File: config.mk
export PLATFORM = sky130hd
export DESIGN_NAME = md_wr_arb_flat
export DESIGN_NICKNAME = d
export VERILOG_FILES = /design/src/rtl/md_wr_arb_if.sv /design/src/rtl/md_wr_arb.sv /design/src/flat_wrapper.sv
export SDC_FILE = /design/constraint.sdc
export NUM_CORES = 1
export LEC_CHECK = 0
export BUFFER_PORTS_ARGS = -buffer_cell sky130_fd_sc_hd__clkbuf_2
export CORE_AREA = 2 2 66 93
export CTS_CLUSTER_SIZE = 28
export DETAILED_ROUTE_END_ITERATION = 16
export DIE_AREA = 0 0 68 95
export GPL_TIMING_DRIVEN = 0
export PLACE_DENSITY = 0.62
export SETUP_SLACK_MARGIN = 0.15
export SLEW_MARGIN = 10
export SYNTH_ARGS = -nofsm -noshare
export SYNTH_HDL_FRONTEND = slang
export SYNTH_HIERARCHICAL = 1
export SYNTH_SLANG_ARGS = --single-unit
File: constraint.sdc
create_clock -name clk -period 2.91 [get_ports clk]
set_input_delay 0.4365 -clock clk [delete_from_list [all_inputs] [get_ports clk]]
set_output_delay 0.4365 -clock clk [all_outputs]
set_load 0.05 [all_outputs]
File: src/rtl/md_wr_arb_if.sv
// md_wr_arb_if: handshake bundle between the write requesters, the
// arbiter/FIFO and the memory write port.
//   req/ai_in : per-driver write request and address (driver i owns bit i
//               and slice [i*AW +: AW])
//   gnt       : one-hot grant, same cycle as acceptance
//   we_o/ai_o : memory write valid/address (FIFO head)
//   rdy_i     : memory accepts the write this cycle
//   full/cnt  : FIFO status
// master = requesters + memory side, slave = md_wr_arb.
interface md_wr_arb_if #(
  parameter int N     = 2,
  parameter int AW    = 8,
  parameter int DEPTH = 4
);
  localparam int CW = $clog2(DEPTH) + 1;

  logic [N-1:0]    req;
  logic [N*AW-1:0] ai_in;
  logic [N-1:0]    gnt;
  logic            we_o;
  logic [AW-1:0]   ai_o;
  logic            rdy_i;
  logic            full;
  logic [CW-1:0]   cnt;

  modport master (output req, ai_in, rdy_i, input gnt, we_o, ai_o, full, cnt);
  modport slave  (input req, ai_in, rdy_i, output gnt, we_o, ai_o, full, cnt);
endinterface

File: src/rtl/md_wr_arb.sv
// md_wr_arb: arbitrates N write requesters onto one memory write port.
// Granted addresses are queued in a DEPTH-entry FIFO and issued to memory
// with a we_o/rdy_i valid/ready handshake.
// Ports:
//   clk, rst_n : clock, asynchronous active-low reset
//   bus        : md_wr_arb_if.slave (req, ai_in, gnt, we_o, ai_o, rdy_i,
//                full, cnt)
// Build option:
//   MD_WR_ARB_FIXPRI_EN defined -> fixed priority (lowest index wins, no
//   round-robin pointer); undefined -> round-robin arbitration.

// Per-driver slice: raises its grant bit and forwards its address when it
// is the selected winner; addresses from all lanes are OR-combined.
module md_wr_arb_lane #(
  parameter int IW  = 1,
  parameter int AW  = 8,
  parameter int IDX = 0
) (
  input  logic          accept,
  input  logic [IW-1:0] gidx,
  input  logic [AW-1:0] ai,
  output logic          gnt,
  output logic [AW-1:0] ai_sel
);
  localparam logic [IW-1:0] ME = IDX[IW-1:0];

  assign gnt    = accept && (gidx == ME);
  assign ai_sel = gnt ? ai : '0;
endmodule

module md_wr_arb #(
  parameter int N     = 2,
  parameter int AW    = 8,
  parameter int DEPTH = 4
) (
  input logic        clk,
  input logic        rst_n,
  md_wr_arb_if.slave bus
);
  localparam int IW = (N > 1) ? $clog2(N) : 1;
  localparam int PW = (DEPTH > 1) ? $clog2(DEPTH) : 1;
  localparam int CW = $clog2(DEPTH) + 1;

  logic [DEPTH-1:0][AW-1:0] mem;
  logic [PW-1:0]            wptr, rptr;
  logic [CW-1:0]            cnt;
  logic [IW-1:0]            gidx;
  logic                     hit;
  int                       idx;
  logic                     pop, push, accept;
  logic [N-1:0][AW-1:0]     ai_sel;
  logic [AW-1:0]            pdata;

  assign pop    = bus.we_o && bus.rdy_i;
  // Gated by rst_n so no grant leaks out while the block is held in reset.
  assign accept = rst_n && (|bus.req) && (!bus.full || pop);
  assign push   = accept;

`ifdef MD_WR_ARB_FIXPRI_EN
  // Lowest requesting index wins; no pointer state.
  always_comb begin
    gidx = '0;
    hit  = 1'b0;
    idx  = 0;
    for (int k = 0; k < N; k++) begin
      idx = k;
      if (!hit && bus.req[idx]) begin
        hit  = 1'b1;
        gidx = IW'(idx);
      end
    end
  end
`else
  logic [IW-1:0] rr;

  // Search rr, rr+1, ... mod N; explicit wrap keeps non-power-of-2 N correct.
  always_comb begin
    gidx = '0;
    hit  = 1'b0;
    idx  = 0;
    for (int k = 0; k < N; k++) begin
      idx = int'(rr) + k;
      if (idx >= N) idx = idx - N;
      if (!hit && bus.req[idx]) begin
        hit  = 1'b1;
        gidx = IW'(idx);
      end
    end
  end

  always_ff @(posedge clk or negedge rst_n) begin
    if (!rst_n)
      rr <= '0;
    else if (accept)
      rr <= (gidx == IW'(N - 1)) ? '0 : gidx + 1'b1;
  end
`endif

  for (genvar i = 0; i < N; i++) begin : g_lane
    md_wr_arb_lane #(.IW(IW), .AW(AW), .IDX(i)) u_lane (
      .accept (accept),
      .gidx   (gidx),
      .ai     (bus.ai_in[i*AW +: AW]),
      .gnt    (bus.gnt[i]),
      .ai_sel (ai_sel[i])
    );
  end

  always_comb begin
    pdata = '0;
    for (int i = 0; i < N; i++) pdata = pdata | ai_sel[i];
  end

  // Pointers wrap naturally (DEPTH is a power of 2); cnt alone decides
  // full/empty. Storage is reset so ai_o reads 0 out of reset.
  always_ff @(posedge clk or negedge rst_n) begin
    if (!rst_n) begin
      mem  <= '0;
      wptr <= '0;
      rptr <= '0;
      cnt  <= '0;
    end else begin
      if (push) begin
        mem[wptr] <= pdata;
        wptr      <= wptr + 1'b1;
      end
      if (pop) rptr <= rptr + 1'b1;
      case ({push, pop})
        2'b10:   cnt <= cnt + 1'b1;
        2'b01:   cnt <= cnt - 1'b1;
        default: cnt <= cnt;
      endcase
    end
  end

  assign bus.cnt  = cnt;
  assign bus.we_o = (cnt != '0);
  assign bus.full = (cnt == CW'(DEPTH));
  assign bus.ai_o = mem[rptr];
endmodule

File: src/flat_wrapper.sv
// flat-port wrapper written by rule: the top's interface ports become plain ports
module md_wr_arb_flat 
#(
  parameter int N     = 2,
  parameter int AW    = 8,
  parameter int DEPTH = 4
)
  (clk, rst_n, bus_req, bus_ai_in, bus_rdy_i, bus_gnt, bus_we_o, bus_ai_o, bus_full, bus_cnt);
  md_wr_arb_if #(.N(N), .AW(AW), .DEPTH(DEPTH)) bus_i ();
  input logic clk;
  input logic rst_n;
  input wire logic [$bits(bus_i.req)-1:0] bus_req;
  input wire logic [$bits(bus_i.ai_in)-1:0] bus_ai_in;
  input wire logic [$bits(bus_i.rdy_i)-1:0] bus_rdy_i;
  output wire logic [$bits(bus_i.gnt)-1:0] bus_gnt;
  output wire logic [$bits(bus_i.we_o)-1:0] bus_we_o;
  output wire logic [$bits(bus_i.ai_o)-1:0] bus_ai_o;
  output wire logic [$bits(bus_i.full)-1:0] bus_full;
  output wire logic [$bits(bus_i.cnt)-1:0] bus_cnt;
  assign bus_i.req = bus_req;
  assign bus_i.ai_in = bus_ai_in;
  assign bus_i.rdy_i = bus_rdy_i;
  assign bus_gnt = bus_i.gnt;
  assign bus_we_o = bus_i.we_o;
  assign bus_ai_o = bus_i.ai_o;
  assign bus_full = bus_i.full;
  assign bus_cnt = bus_i.cnt;
  md_wr_arb #(.N(N), .AW(AW), .DEPTH(DEPTH)) u_core (.clk(clk), .rst_n(rst_n), .bus(bus_i));
endmodule
==> metrics.csv <==
stage,metric,value,unit
run_status,status,completed,
sta,Setup WS post-layout,0.5440,ns
grt,largest net degree at the start of global routing,42,
sta,Slew headroom,49.25,%
drt,DRT Wirelength,3901,µm
sta,setup_tns,0,ns
sta,clock skew,0.002913,ns
floorplanning,Starting Density,35.90,%
clock_network,CTS tree,built,
critical_path,CP endpoint kind,primary output,
place,DP Worst Slack,-1.004,ns
final_layout,share of cells above drive strength 1,54.79,%
floorplanning,I/O Pins,36,
yosys,register area share after synthesis,48.93,%
clock_network,CTS H-tree depth,2,
yosys,Post-Syn Area,0.002046,mm²
sta,RSZ-0062 raised after global routing,false,
drt,Avg WL per Cell,15.12,µm
yosys,Post-Synth XOR/XNOR Area,2.569,%
critical_path,critical path required time,2.47,ns
yosys,post-synth top area share,48.93,%
drt,residual DRC count,0,
critical_path,CP arrival,1.93,ns
clock_network,clk slew on worst S/H paths,0.07,ns
clock_network,TritonCTS Buffers,5,
drt,vias,1284,
drt,Pre-Repair DR Iteration Count,3,
final_layout,area of the multi-input gates,0.001027,mm²
yosys,post-synthesis adder-cell area fraction,4.037,%
critical_path,crit-path max FO,11,
yosys,"Async S/R FF share, synth",100.0,%
critical_path,Crit Path Class,reg -> out,
place,GP Congestion,0.6892,
yosys,Mapped Cells,143,
yosys,main combinational cell family by area after synthesis,multiplexers,
place,Placed Cells,249,
final_layout,diode count,0,
final_layout,Filler cells,554,
floorplanning,standard-cell rows,33,
grt,global-route wire length before repair,6858,µm
critical_path,Worst Setup Start Kind,register,
drt,"antenna viol nets, final",0,
sta,Fmax,422.7,MHz
sta,Final Hold Fails,0,
yosys,Synth area leaders,"dfrtp_1 49%, mux2_2 18%, mux4_2 8.8%, and3b_1 3.4%, ha_1 3.1%",
sta,slew at the pin closest to its max-slew limit,0.7579,ns
yosys,multiplexer area fraction after synthesis,27.95,%
final_layout,FF/Latch Area,0.001001,mm²
yosys,Syn Area/Cell,14.31,µm²
final_layout,fin util,42.69,%
clock_network,Setup Buffers After CTS,0,
grt,Congestion Overflow GR,0,
sta,Final Cycle Share,81.30,%
floorplanning,die height,95,µm
yosys,Syn Nets,170,
clock_network,CTS Sinks,40,
yosys,Synth Area in Compound Gates,1.040,%
place,area post-placement,0.002320,mm²
power,Leak,0.001243,µW
clock_network,clk_lat worst skew,0.29,ns
clock_network,Root Buffer,clkbuf_8,
drt,initial DRC count,112,
sta,Final Critical Period,2.366,ns
clock_network,CTS max path bufs,2,
place,hpwl dp,2613,µm
final_layout,Nets,214,
grt,vias in the first global route,1387,
yosys,"EDFF count, synth",0,
hold_path,Hold Crit Class,in -> async,
sta,final setup fails,0,
yosys,Yosys top cell by area,dfrtp_1,
power,VDD IR max,0.6902,mV
place,I/O Buffers,35,
grt,Global Route Usage Sum,14.60,%
yosys,Simple-Gate Fraction of Synth Area,13.76,%
yosys,synthesized flop and latch total,40,
critical_path,reg2reg path depth,9,
run,Max-cap violations,0,
final_layout,Syn-to-layout area delta,18.90,%
yosys,Ys Warns,6,
sta,fin. max-slew vios,0,
yosys,commonest cells in the netlist,"40 x dfrtp_1, 33 x mux2_2, 9 x and3_1",
drt,via/cell ratio,4.977,
final_layout,final instance area,0.002432,mm²
power,pwr/cell area,1111,mW/mm²
floorplanning,die width,68,µm
yosys,"count leader, synth",dfrtp_1,
floorplanning,DIE AREA,0.006460,mm²
floorplanning,Core Region,0.005698,mm²
yosys,synth unique cells,24,
grt,initial antenna violation count,0,
yosys,ys flop type,dfrtp_1,
final_layout,"Cell Count, Final, Fillers Out",258,
-- final cells by class --
cell class                 instances  share of cell area [%]
multi-input combinational         95                   42.23
sequential                        40                   41.15
timing repair buffer              36                   7.767
tap                               70                   3.601
clock buffer                       6                   3.395
inverter                           7                   1.080
clock inverter                     2                  0.4115
buffer                             2                  0.3601
-- per-layer routing --
metal / vias up / global-route usage, % / wire length (µm)
li1: 603 / - / -
met1: 643 / 18.47 / 1665
met2: 32 / 23.95 / 1955
met3: 6 / 4.052 / 222
met4: 0 / 4.500 / 57
met5: - / 0 / 0
-- layout by cell type, fill, tap and decap left out, types with 2 or more instances in the layout --
cell type,n
mux4_2,8
mux2i_1,2
xor2_1,3
or2_2,8
ha_1,5
xnor2_1,3
and3_1,9
and3b_1,8
dfrtp_1,40
mux2_2,33
nor3b_2,4
clkbuf_8,6
clkbuf_2,34
clkinv_2,2
inv_1,7
-- kinds of logic after synthesis --
group                      count (synthesis)
AOI/OAI and AO/OA                          3
xor gates and xnor gates                   6
adders and majority gates                  6
muxes                                     43
DFF                                       40
buffers and inverters                      9
and+or+nand+nor                           36
-- worst max-delay path, cell delays in order, from the launching register on --
cell and delay (ns):
dfrtp_1 0.45, nor4b_4 0.59, nor2_4 0.15, and2_2 0.23, clkbuf_2 0.23
-- state kept, by name, summed over array words and instances, names as in the netlist --
register / cells
u_core/mem: 32
u_core/bus.cnt: 3
u_core/rptr: 2
u_core/rr: 1
u_core/wptr: 2
-- power breakdown --
group,internal (µW),switching (µW),leakage (µW)
Clock,189,186,0.0000510
Combinational,556,805,0.000675
Sequential,818,148,0.000517
Total,1560,1140,0.00124
-- final timing paths --
check | startpoint | to | slack [ns]
worst min-delay path | rst_n | u_core/rr | 0.12
worst min register to register | u_core/mem[19] | u_core/mem[19] | 0.51
max in group asynchronous | rst_n | u_core/mem[30] | 2.44
worst max register to register | u_core/bus.cnt[1] | u_core/bus.cnt[2] | 0.55
min in group clk | u_core/mem[19] | u_core/mem[19] | 0.51
worst max-delay path | u_core/bus.cnt[1] | bus_gnt[1] | 0.54
-- what timing repair did --
| action | in CTS | in global routing |
|---|---|---|
| pin swaps | 1 | 0 |
| cloned | 1 | 0 |
| resized for setup | 3 | 2 |
| setup endpoints to repair | 40 | 2 |
| hold buffers | 0 | 0 |
| hold endpoints to repair | 0 | 0 |
-- metrics by stage --
stage               hold slack [ns]  power, µW
CTS                          0.1677       2749
finish                       0.1180       2703
global placement             0.4858       2323
detailed placement           0.4902       2357
global route                 0.1467       2913
floorplan                    0.1409       2051
No activity file was read; power rests on OpenSTA's default activity.
